===== config.mk =====
export PLATFORM = sky130hd
export DESIGN_NAME = io_bridge_flat
export DESIGN_NICKNAME = d
export VERILOG_FILES = /design/src/rtl/io_bridge_pkg.sv /design/src/rtl/io_bridge_if.sv /design/src/rtl/io_debounce.sv /design/src/rtl/io_bridge.sv /design/src/flat_wrapper.sv
export SDC_FILE = /design/constraint.sdc
export NUM_CORES = 1
export LEC_CHECK = 0
export ABC_AREA = 1
export CAP_MARGIN = 40
export CORE_AREA = 3 3 115 95
export CTS_CLUSTER_SIZE = 30
export DETAILED_ROUTE_END_ITERATION = 7
export DIE_AREA = 0 0 118 98
export GPL_ROUTABILITY_DRIVEN = 0
export PLACE_DENSITY = 0.72
export RECOVER_POWER = 25
export SETUP_SLACK_MARGIN = 0.05
export SLEW_MARGIN = 0
export SYNTH_ARGS = -nofsm -noshare
export SYNTH_HDL_FRONTEND = slang
export SYNTH_HIERARCHICAL = 1
export SYNTH_SLANG_ARGS = --single-unit

===== constraint.sdc =====
create_clock -name clk -period 1.6 [get_ports clk]
set_input_delay 0.48 -clock clk [delete_from_list [all_inputs] [get_ports clk]]
set_output_delay 0.48 -clock clk [all_outputs]
set_load 0.02 [all_outputs]

===== src/rtl/io_bridge_pkg.sv =====
// Shared definitions for the memory-mapped I/O bridge: select bit, register
// offsets, debounce FSM states and the board data bus type.
package io_bridge_pkg;

    localparam int IO_BASE_BIT = 31;
    localparam int IO_DATA_W   = 12;

    typedef logic [IO_DATA_W-1:0] io_data_t;

    localparam logic [2:0] IO_LED    = 3'd0;
    localparam logic [2:0] IO_SW     = 3'd1;
    localparam logic [2:0] IO_TCNT   = 3'd2;
    localparam logic [2:0] IO_TCMP   = 3'd3;
    localparam logic [2:0] IO_STATUS = 3'd4;

    typedef enum logic {
        DB_STABLE = 1'b0,
        DB_COUNT  = 1'b1
    } db_state_e;

    function automatic logic [31:0] zext_data(input io_data_t d);
        return {{(32-IO_DATA_W){1'b0}}, d};
    endfunction

endpackage


===== src/rtl/io_bridge_if.sv =====
// MEM-stage to I/O bridge access bus; the MEM stage is the master,
// io_bridge the slave. Read data is combinational from the slave.
interface io_bridge_if;

    logic        ce_i;
    logic        we_i;
    logic [31:0] addr_i;
    logic [31:0] wdata_i;
    logic [31:0] rdata_o;

    modport master (
        output ce_i,
        output we_i,
        output addr_i,
        output wdata_i,
        input  rdata_o
    );

    modport slave (
        input  ce_i,
        input  we_i,
        input  addr_i,
        input  wdata_i,
        output rdata_o
    );

endinterface


===== src/rtl/io_debounce.sv =====
// Two-flop synchroniser plus stability counter for the board switches.
// changed_o pulses in the cycle whose edge commits a value different from sw_o.
module io_debounce
    import io_bridge_pkg::*;
#(
    parameter logic [15:0] DEBOUNCE_CYCLES = 16'd50000
) (
    input  logic     clk,
    input  logic     rst,
    input  io_data_t sw_raw_i,
    output io_data_t sw_o,
    output logic     changed_o
);

    localparam logic [15:0] CNT_LAST = DEBOUNCE_CYCLES - 16'd1;

    io_data_t    s1_q, s2_q;
    io_data_t    cand_q, cand_d;
    io_data_t    sw_q, sw_d;
    logic [15:0] cnt_q, cnt_d;
    db_state_e   state_q, state_d;

    always_ff @(posedge clk or negedge rst) begin
        if (!rst) begin
            s1_q    <= '0;
            s2_q    <= '0;
            cand_q  <= '0;
            sw_q    <= '0;
            cnt_q   <= '0;
            state_q <= DB_STABLE;
        end else begin
            s1_q    <= sw_raw_i;
            s2_q    <= s1_q;
            cand_q  <= cand_d;
            sw_q    <= sw_d;
            cnt_q   <= cnt_d;
            state_q <= state_d;
        end
    end

    always_comb begin
        state_d   = state_q;
        cand_d    = cand_q;
        cnt_d     = cnt_q;
        sw_d      = sw_q;
        changed_o = 1'b0;
        case (state_q)
            DB_STABLE: begin
                if (s2_q != sw_q) begin
                    cand_d  = s2_q;
                    cnt_d   = '0;
                    state_d = DB_COUNT;
                end
            end
            DB_COUNT: begin
                if (s2_q != cand_q) begin
                    cand_d = s2_q;
                    cnt_d  = '0;
                end else if (cnt_q == CNT_LAST) begin
                    // A candidate that drifted back to the committed value still commits, silently.
                    sw_d      = cand_q;
                    changed_o = (cand_q != sw_q);
                    state_d   = DB_STABLE;
                end else begin
                    cnt_d = cnt_q + 16'd1;
                end
            end
            default: state_d = DB_STABLE;
        endcase
    end

    assign sw_o = sw_q;

endmodule


===== src/rtl/io_bridge.sv =====
// Memory-mapped I/O slave for addr[31]=1: LEDs, debounced switches, sticky
// status and, when IO_TIMER_EN is defined, a free-running timer with compare.
module io_bridge
    import io_bridge_pkg::*;
#(
    parameter logic [15:0] DEBOUNCE_CYCLES = 16'd50000,
    parameter io_data_t    LED_RESET       = 12'h000
) (
    input  logic           clk,
    input  logic           rst,
    io_bridge_if.slave     bus,
    input  io_data_t       switch_raw,
    output io_data_t       led_o,
    output logic           irq_o
);

    logic        sel, wr;
    logic [2:0]  off;
    io_data_t    sw_val;
    logic        sw_changed;
    io_data_t    led_q, led_d;
    logic [1:0]  status_q, status_d, status_clr;
    logic        match;
    logic [31:0] tcnt_rd, tcmp_rd;
    logic        unused_bits;

    assign sel = bus.ce_i & bus.addr_i[IO_BASE_BIT];
    assign wr  = sel & bus.we_i;
    assign off = bus.addr_i[4:2];
    assign unused_bits = ^{bus.addr_i[30:5], bus.addr_i[1:0], bus.wdata_i[31:12]};

    io_debounce #(
        .DEBOUNCE_CYCLES (DEBOUNCE_CYCLES)
    ) u_debounce (
        .clk       (clk),
        .rst       (rst),
        .sw_raw_i  (switch_raw),
        .sw_o      (sw_val),
        .changed_o (sw_changed)
    );

`ifdef IO_TIMER_EN
    logic [31:0] tcnt_q, tcnt_d, tcmp_q, tcmp_d;

    always_ff @(posedge clk or negedge rst) begin
        if (!rst) begin
            tcnt_q <= '0;
            tcmp_q <= '1;
        end else begin
            tcnt_q <= tcnt_d;
            tcmp_q <= tcmp_d;
        end
    end

    always_comb begin
        tcnt_d = tcnt_q + 32'd1;
        tcmp_d = tcmp_q;
        if (wr && off == IO_TCNT) tcnt_d = bus.wdata_i;
        if (wr && off == IO_TCMP) tcmp_d = bus.wdata_i;
    end

    assign match   = (tcnt_q == tcmp_q);
    assign tcnt_rd = tcnt_q;
    assign tcmp_rd = tcmp_q;
`else
    assign match   = 1'b0;
    assign tcnt_rd = '0;
    assign tcmp_rd = '0;
`endif

    always_ff @(posedge clk or negedge rst) begin
        if (!rst) begin
            led_q    <= LED_RESET;
            status_q <= '0;
        end else begin
            led_q    <= led_d;
            status_q <= status_d;
        end
    end

    always_comb begin
        led_d      = led_q;
        status_clr = '0;
        if (wr && off == IO_LED)    led_d      = bus.wdata_i[IO_DATA_W-1:0];
        if (wr && off == IO_STATUS) status_clr = bus.wdata_i[1:0];
        // Applying the sets after the clear lets a same-cycle event win over W1C.
        status_d = (status_q & ~status_clr) | {sw_changed, match};
    end

    always_comb begin
        bus.rdata_o = '0;
        if (sel && !bus.we_i) begin
            case (off)
                IO_LED:    bus.rdata_o = zext_data(led_q);
                IO_SW:     bus.rdata_o = zext_data(sw_val);
                IO_TCNT:   bus.rdata_o = tcnt_rd;
                IO_TCMP:   bus.rdata_o = tcmp_rd;
                IO_STATUS: bus.rdata_o = {30'd0, status_q};
                default:   bus.rdata_o = '0;
            endcase
        end
    end

    assign led_o = led_q;
    assign irq_o = status_q[0] | status_q[1];

endmodule

===== src/flat_wrapper.sv =====
// flat-port wrapper written by rule: the top's interface ports become plain ports
module io_bridge_flat import io_bridge_pkg::*;
#(
    parameter logic [15:0] DEBOUNCE_CYCLES = 16'd50000,
    parameter io_data_t    LED_RESET       = 12'h000
)
  (clk, rst, switch_raw, led_o, irq_o, bus_ce_i, bus_we_i, bus_addr_i, bus_wdata_i, bus_rdata_o);
  io_bridge_if bus_i ();
  input  logic clk;
  input  logic rst;
  input  io_data_t switch_raw;
  output io_data_t led_o;
  output logic irq_o;
  input wire logic [$bits(bus_i.ce_i)-1:0] bus_ce_i;
  input wire logic [$bits(bus_i.we_i)-1:0] bus_we_i;
  input wire logic [$bits(bus_i.addr_i)-1:0] bus_addr_i;
  input wire logic [$bits(bus_i.wdata_i)-1:0] bus_wdata_i;
  output wire logic [$bits(bus_i.rdata_o)-1:0] bus_rdata_o;
  assign bus_i.ce_i = bus_ce_i;
  assign bus_i.we_i = bus_we_i;
  assign bus_i.addr_i = bus_addr_i;
  assign bus_i.wdata_i = bus_wdata_i;
  assign bus_rdata_o = bus_i.rdata_o;
  io_bridge #(.DEBOUNCE_CYCLES(DEBOUNCE_CYCLES), .LED_RESET(LED_RESET)) u_core (.clk(clk), .rst(rst), .bus(bus_i), .switch_raw(switch_raw), .led_o(led_o), .irq_o(irq_o));
endmodule

-- After elaboration in Yosys (flattened, before gate mapping)
Index checks and enable logic that the tools add are counted.
Widths: inputs -> output; s select.
- $add $sub $neg: 1
- equality and inequality tests: 9
- multiplexer cells: 17
- bitwise operators: 8
- reduce and logical (&&, ||, !) cells: 8
- operator list (kind ; number):
    $mux 16 ; 3
    $mux 12 ; 3
    $ne 12x12->1 ; 3
    $pmux 12 s3 ; 1
    $pmux 16 s2 ; 1
    $pmux 12 s2 ; 1
    $add 16x1->16 const B ; 1
    $eq 16x16->1 const B ; 1
    $mux 1 ; 6
    $reduce_and 2->1 ; 2
    $eq 3x1->1 const B ; 1
    $eq 3x3->1 const B ; 1
    $logic_and 1x1->1 ; 3
    $logic_not 3->1 ; 1
    $ne 3x3->1 const B ; 1
    $reduce_and 3->1 ; 1
    $and 1x1->1 ; 2
    $and 2x2->2 ; 1
    $mux 2 ; 1
    $ne 2x1->1 const B ; 1
    $ne 2x2->1 const B ; 1
    $not 1->1 ; 2
    $not 2->2 ; 1
    $or 2x2->2 ; 1
    3 further kinds ; 3
- flip-flop bits (word level): 79
- input port bits: 80
- output and inout port bits: 45
- word-level logic and storage cells: 51

-- Depth between registers and ports, before layout
- depth after elaboration: 7
- gate-level depth with buffers: 13
- mapped depth without buffers: 12

-- Hierarchy
Netlist, hierarchy kept.
- by module, submodules not included (module ; instances ; cells each ; area an instance (um^2) ; sequential area each (um^2)):
    io_debounce ; 1 ; 407 ; 3191.8 ; 1626.6
    io_bridge ; 1 ; 136 ; 980.9 ; 350.3

-- Worst setup path after synthesis
Ideal clock, no wire load.
- path type: input to output
- from: in bus_ce_i
- to: out bus_rdata_o[10]
- data arrival time: 1264 ps
- data required time: 1120 ps
- path slack: -144 ps
- cell stages on the path: 4
- path buffers: 0
- path through: nand2_1 -> nor2_1 -> clkinv_1 -> a21oi_1
- longest elaborated chain between the ends: 3
- RTL lines (element ; line ; RTL):
    start: declaration ; flat_wrapper.sv:14 ; input wire logic [$bits(bus_i.ce_i)-1:0] bus_ce_i;
    $and 1x1->1 ; io_bridge.sv:27 ; assign sel = bus.ce_i & bus.addr_i[IO_BASE_BIT];
    $logic_and 1x1->1 ; io_bridge.sv:92 ; if (sel && !bus.we_i) begin
    $mux 12 ; io_bridge.sv:92 ;
    end: declaration ; flat_wrapper.sv:18 ; output wire logic [$bits(bus_i.rdata_o)-1:0] bus_rdata_o;
No other way between the ends.

-- Final worst setup path
- from: reg u_core.u_debounce.cand_q[4]
- to: reg u_core.u_debounce.cnt_q[9]
- longest elaborated chain between the ends: 3
- elaborated cells between the ends (all ways): 5
- those cells by class: eq/ne (2); mux (2); reduce/logical (1)
- RTL lines (element ; line ; RTL):
    start: declaration ; io_debounce.sv:18 ; io_data_t cand_q, cand_d;
    start signal: assignment ; io_debounce.sv:34 ; cand_q <= cand_d;
    $ne 12x12->1 (*) ; io_debounce.sv:56 ; if (s2_q != cand_q) begin
    $mux 16 / $ne 3x3->1 (equally long branches) ; n/a ;
    $pmux 16 s2 / $reduce_and 2->1 (equally long branches) ; n/a ;
    end signal: assignment ; io_debounce.sv:36 ; cnt_q <= cnt_d;
    end: declaration ; io_debounce.sv:20 ; logic [15:0] cnt_q, cnt_d;
Every way passes the cells marked *; elsewhere a longest branch is shown, timed or not.
A chain may end at the register's enable or synchronous reset.

==> report_table.html <==
<table>
<tr><th>Metric</th><th>Value</th></tr>
<tr><th colspan="2">Timing</th></tr>
<tr><td>Worst rel slew slack</td><td>between 40% and 50%</td></tr>
<tr><td>Count of final hold-check violations</td><td>0</td></tr>
<tr><td>Final Skew</td><td>0.0148 ns</td></tr>
<tr><td>Worst-Margin Slew</td><td>0.755 ns</td></tr>
<tr><td>Unrepaired setup endpoints after global routing</td><td>yes</td></tr>
<tr><td>Number of failing setup endpoints in the final timing report</td><td>55</td></tr>
<tr><td>F_max</td><td>0.487 GHz</td></tr>
<tr><td>Smallest setup slack after layout</td><td>-0.452 ns</td></tr>
<tr><td>Post-route worst hold slack</td><td>0.181 ns</td></tr>
<tr><td>Crit share post-route</td><td>128%</td></tr>
<tr><td>Max-slew violations</td><td>0</td></tr>
<tr><td>Final critical path time including I/O delays and setup</td><td>2.05 ns</td></tr>
<tr><th colspan="2">Clocking</th></tr>
<tr><td># hold bufs at CTS</td><td>0</td></tr>
<tr><td>Clock tree from TritonCTS</td><td>done</td></tr>
<tr><td>CTS max path bufs</td><td>2</td></tr>
<tr><td>TritonCTS Buffers</td><td>9</td></tr>
<tr><td>Number of H-tree levels</td><td>3</td></tr>
<tr><td>Clock-pin slew of the registers on the worst-case setup and hold paths</td><td>0.07 ns</td></tr>
<tr><td>Clock latency at the later pin of the worst-skew pair</td><td>0.36 ns</td></tr>
<tr><td>Clock root buffer</td><td>sky130_fd_sc_hd__clkbuf_16</td></tr>
<tr><td>Sink count of the clock tree</td><td>79</td></tr>
<tr><th colspan="2">Route</th></tr>
<tr><td>Number of detailed-route iterations in the first pass</td><td>7</td></tr>
<tr><td>Number of design rule violations left after detail routing</td><td>0</td></tr>
<tr><td>Routed wire length per instance</td><td>20.4 um</td></tr>
<tr><td>Met1 wire length</td><td>6290 um</td></tr>
<tr><td>WL met3</td><td>1900 um</td></tr>
<tr><td>Number of design-rule violations left by the first detailed-router iteration</td><td>756</td></tr>
<tr><td>Antenna-violating nets left</td><td>0</td></tr>
<tr><td>Detailed-routed wire length on met2</td><td>8670 um</td></tr>
<tr><td>WL final</td><td>18200 um</td></tr>
<tr><td>Total number of vias</td><td>5142</td></tr>
<tr><td>Uppermost layer routed</td><td>met4</td></tr>
<tr><td>Via-per-instance ratio</td><td>5.77</td></tr>
<tr><th colspan="2">Place</th></tr>
<tr><td>DP Cell Count</td><td>between 800 and 900</td></tr>
<tr><td>Total placed instance area</td><td>5590 um^2</td></tr>
<tr><td>Port buffer count</td><td>56</td></tr>
<tr><td>Half-perimeter wire length after detailed placement</td><td>8380 um</td></tr>
<tr><th colspan="2">Yosys</th></tr>
<tr><td>Seq cells post-synth</td><td>79</td></tr>
<tr><td>Number of different library cells in the post-synthesis netlist</td><td>34</td></tr>
<tr><td>Area share of the leading cell type in the synthesized netlist</td><td>47.4%</td></tr>
<tr><td>Post-synthesis instance total</td><td>543</td></tr>
<tr><td>Yosys warning count</td><td>6</td></tr>
<tr><td>Synth area leader</td><td>sky130_fd_sc_hd__dfrtp_1</td></tr>
<tr><td>Post-synthesis area per instance</td><td>~7.7 um^2</td></tr>
<tr><td>Biggest area contributors in the synthesized netlist</td><td>sky130_fd_sc_hd__dfrtp_1 (47%), sky130_fd_sc_hd__nand2_1 (17%), sky130_fd_sc_hd__inv_1 (4.9%)</td></tr>
<tr><td>Netlist area before placement</td><td>4170 um^2</td></tr>
<tr><td>Sequential area share after synthesis</td><td>47.4%</td></tr>
<tr><th colspan="2">Final layout</th></tr>
<tr><td>Number of antenna repair diodes</td><td>0</td></tr>
<tr><td>Filler Cell Count</td><td>roughly 570</td></tr>
<tr><td>Final nets</td><td>roughly 830</td></tr>
<tr><td>Multi-input logic area</td><td>around 2500 um^2</td></tr>
<tr><td>Most used cells in the layout excluding fill and tap cells</td><td>sky130_fd_sc_hd__buf_4 (123), sky130_fd_sc_hd__nand2_1 (121), sky130_fd_sc_hd__dfrtp_1 (73)</td></tr>
<tr><td>Share of the core filled with cells in the final layout</td><td>73.3%</td></tr>
<tr><td>Signed area change from the synthesized netlist to the final layout</td><td>71.0%</td></tr>
<tr><td>Leading cell type in the layout, fill and taps excluded</td><td>sky130_fd_sc_hd__buf_4</td></tr>
<tr><td>Final non-filler cell area</td><td>7140 um^2</td></tr>
<tr><td>Share of post-route cells with drive strength above 1</td><td>49.1%</td></tr>
<tr><td>Count of non-filler cells in the finished layout</td><td>between 800 and 900</td></tr>
<tr><td>Flip-flop and latch area</td><td>1980 um^2</td></tr>
<tr><th colspan="2">GRT</th></tr>
<tr><td>Vias in the first global route</td><td>~4500</td></tr>
<tr><td>Antenna violations before repair</td><td>0</td></tr>
<tr><td>Leftover overflow at the end of global routing</td><td>0</td></tr>
<tr><td>Total Routing Usage GR</td><td>24.6%</td></tr>
<tr><td>Wire length of the first global-routing pass</td><td>~23000 um</td></tr>
<tr><td>Largest net degree at the start of global routing</td><td>30</td></tr>
<tr><th colspan="2">Power and ir drop</th></tr>
<tr><td>Relative contribution of sequential cells to total power</td><td>40.8%</td></tr>
<tr><td>Worst IR drop on VDD</td><td>0.000950 V</td></tr>
<tr><td>Total power</td><td>roughly 5500 uW</td></tr>
<tr><td>Design internal power</td><td>3830 uW</td></tr>
<tr><td>PwrDens</td><td>766 nW/um^2</td></tr>
<tr><td>Share of power burned in the clock network</td><td>about 40%</td></tr>
<tr><td>Proportion of total power due to net switching</td><td>29.9%</td></tr>
<tr><td>Leakage power summed over all cells</td><td>around 0.0036 uW</td></tr>
<tr><td>Switching power total</td><td>1640 uW</td></tr>
<tr><td>Portion of total power attributed to combinational logic</td><td>between 10% and 20%</td></tr>
<tr><th colspan="2">Worst setup path</th></tr>
<tr><td>CP endpoint kind</td><td>register</td></tr>
<tr><td>Slowest cell on crit path</td><td>sky130_fd_sc_hd__dfrtp_1</td></tr>
<tr><td>Worst Path Class, Setup</td><td>register to register</td></tr>
<tr><td>Dominant delay contributor by cell family on the critical path</td><td>simple AND/OR/NAND/NOR gates</td></tr>
<tr><td>Most repeated library cell on the critical path</td><td>sky130_fd_sc_hd__nor2_1</td></tr>
<tr><td>Required time at the worst-slack endpoint</td><td>about 1.9 ns</td></tr>
<tr><td>CP Launch Type</td><td>register</td></tr>
<tr><td>Signal arrival time at the worst endpoint</td><td>2.33 ns</td></tr>
<tr><td>Buffers &amp; Inverters on Critical Path</td><td>3</td></tr>
<tr><td>Ordered cell list for the critical path</td><td>inv_1, nand2_1, o211ai_1, nor2_4, buf_6, nand3_4, buf_4, nand3_2, nor2_1, nor2_1</td></tr>
<tr><td>CP Max Fanout</td><td>4</td></tr>
<tr><td>Delay of the slowest cell on the worst path</td><td>about 0.45 ns</td></tr>
<tr><th colspan="2">Job</th></tr>
<tr><td>Max-cap violations</td><td>0</td></tr>
<tr><th colspan="2">Floorplanning</th></tr>
<tr><td>Initial Util</td><td>a little over two fifths</td></tr>
<tr><td>Number of rows in the core area</td><td>32</td></tr>
<tr><td>Placeable Area</td><td>9730 um^2</td></tr>
<tr><td>Count of boundary I/O pins</td><td>between 100 and 150</td></tr>
<tr><td>Horiz. Die Dim</td><td>between 100 and 150 um</td></tr>
<tr><td>Height of the die</td><td>around 98 um</td></tr>
<tr><td>Die Area</td><td>11600 um^2</td></tr>
<tr><th colspan="2">Outcome</th></tr>
<tr><td>Violations in the final reports</td><td>setup timing</td></tr>
<tr><td>Outcome</td><td>finished with violations</td></tr>
<tr><th colspan="2">Hold path</th></tr>
<tr><td>Worst min-delay path category</td><td>input pin to asynchronous set/reset pin</td></tr>
</table>
==> layer usage <==
layer | vias to the layer above | GRT usage [%]
met2 | 485 | 43.2
met5 | - | 0
met1 | 2408 | 30.2
li1 | 2090 | -
met4 | 0 | 8.83
met3 | 159 | 5.15
==> worst register-to-register path: cells and delay by family (launching register included) <==
family / cells / cell delay [ns]
simple gates: 6 / 0.84
buf+inv: 3 / 0.47
flops: 1 / 0.45
compound gates: 1 / 0.21
==> cell families (layout without fill, tap and decap cells) <==
group | count (synthesis) | after routing | synth area share, %
flip-flops | 79 | 79 | 47.4
other | 1 | 20 | 0.0899
adder cells (fa/ha/maj) | 1 | 1 | 0.300
AO/OA/AOI/OAI | 66 | 66 | 8.25
XOR/XNOR | 16 | 16 | 3.36
buffers and inverters | 96 | 287 | 11.3
AND/OR/NAND/NOR | 284 | 286 | 29.3
==> layout make-up <==
class | count | share of cell area, %
repair buffers | 203 | 25.5
well taps | 136 | 2.38
repair inverters | 3 | 0.509
clock inverters | 7 | 1.19
multi-input cells | 389 | 35.5
clock buffers | 9 | 3.16
flip-flops and latches | 79 | 27.8
inverters | 65 | 3.95
==> power by group through the flow <==
stage / clock (uW) / combinational, uW / sequential, uW
2_1_floorplan: 0 / 282 / 2280
3_3_place_gp: 0 / 782 / 2220
3_5_place_dp: 0 / 803 / 2220
4_1_cts: 2170 / 892 / 2190
5_1_grt: 2290 / 1100 / 2240
6_report: 2190 / 1040 / 2230
==> path summary, 6_finish.rpt <==
| kind | from | end | slack, ns | cells past startpoint |
|---|---|---|---|---|
| max reg2reg | u_core/u_debounce/cand_q[4] | u_core/u_debounce/cnt_q[9] | -0.45 | 10 |
| max | u_core/u_debounce/cand_q[4] | u_core/u_debounce/cnt_q[9] | -0.45 | 10 |
| min | rst | u_core/u_debounce/cnt_q[7] | 0.18 | 1 |
| min reg2reg | u_core/u_debounce/s1_q[10] | u_core/u_debounce/s2_q[10] | 0.34 | 0 |
| max in group asynchronous | rst | u_core/u_debounce/cnt_q[12] | 0.72 | 2 |
| min in group clk | u_core/u_debounce/s1_q[10] | u_core/u_debounce/s2_q[10] | 0.34 | 0 |
==> flip-flops by register name (all words and copies together), names as in the netlist <==
name                       count
u_core/u_debounce/s1_q        12
u_core/u_debounce/cnt_q       16
u_core/u_debounce/cand_q      12
u_core/u_debounce/state_q      1
u_core/u_debounce/sw_o        12
u_core/u_debounce/s2_q        12
u_core/led_o                  12
u_core/status_q                2
==> Yosys cell counts (all sizes together) <==
library cell and number:
nand2 194, nand3 36, o21bai 1, a21oi 13
nor2 36, buf 29, a211oi 1, nor3 8
nand3b 1, a31oi 1, nand4 7, o211ai 2
inv 64, dfrtp 79, a21boi 1, xor2 8
clkbuf 2, conb 1, ha 1, clkinv 1
xnor2 8, or2 2, o21ai 47
==> stage by stage <==
step / setup TNS [ns] / setup WS, ns
after global routing: -21.18 / -0.551
after detailed placement: -26.00 / -1.19
after CTS: -4.89 / -0.276
final: -17.30 / -0.452
after global placement: -23.02 / -1.13
after floorplan: 0 / 0.0144
==> timing repair <==
action                     in CTS  in global routing
cloned                          7                  0
resized for setup             290                115
buffers inserted               47                 11
pin swaps                      47                 34
setup endpoints to repair      79                 61
Note: power is estimated with default switching activity, not from simulation.
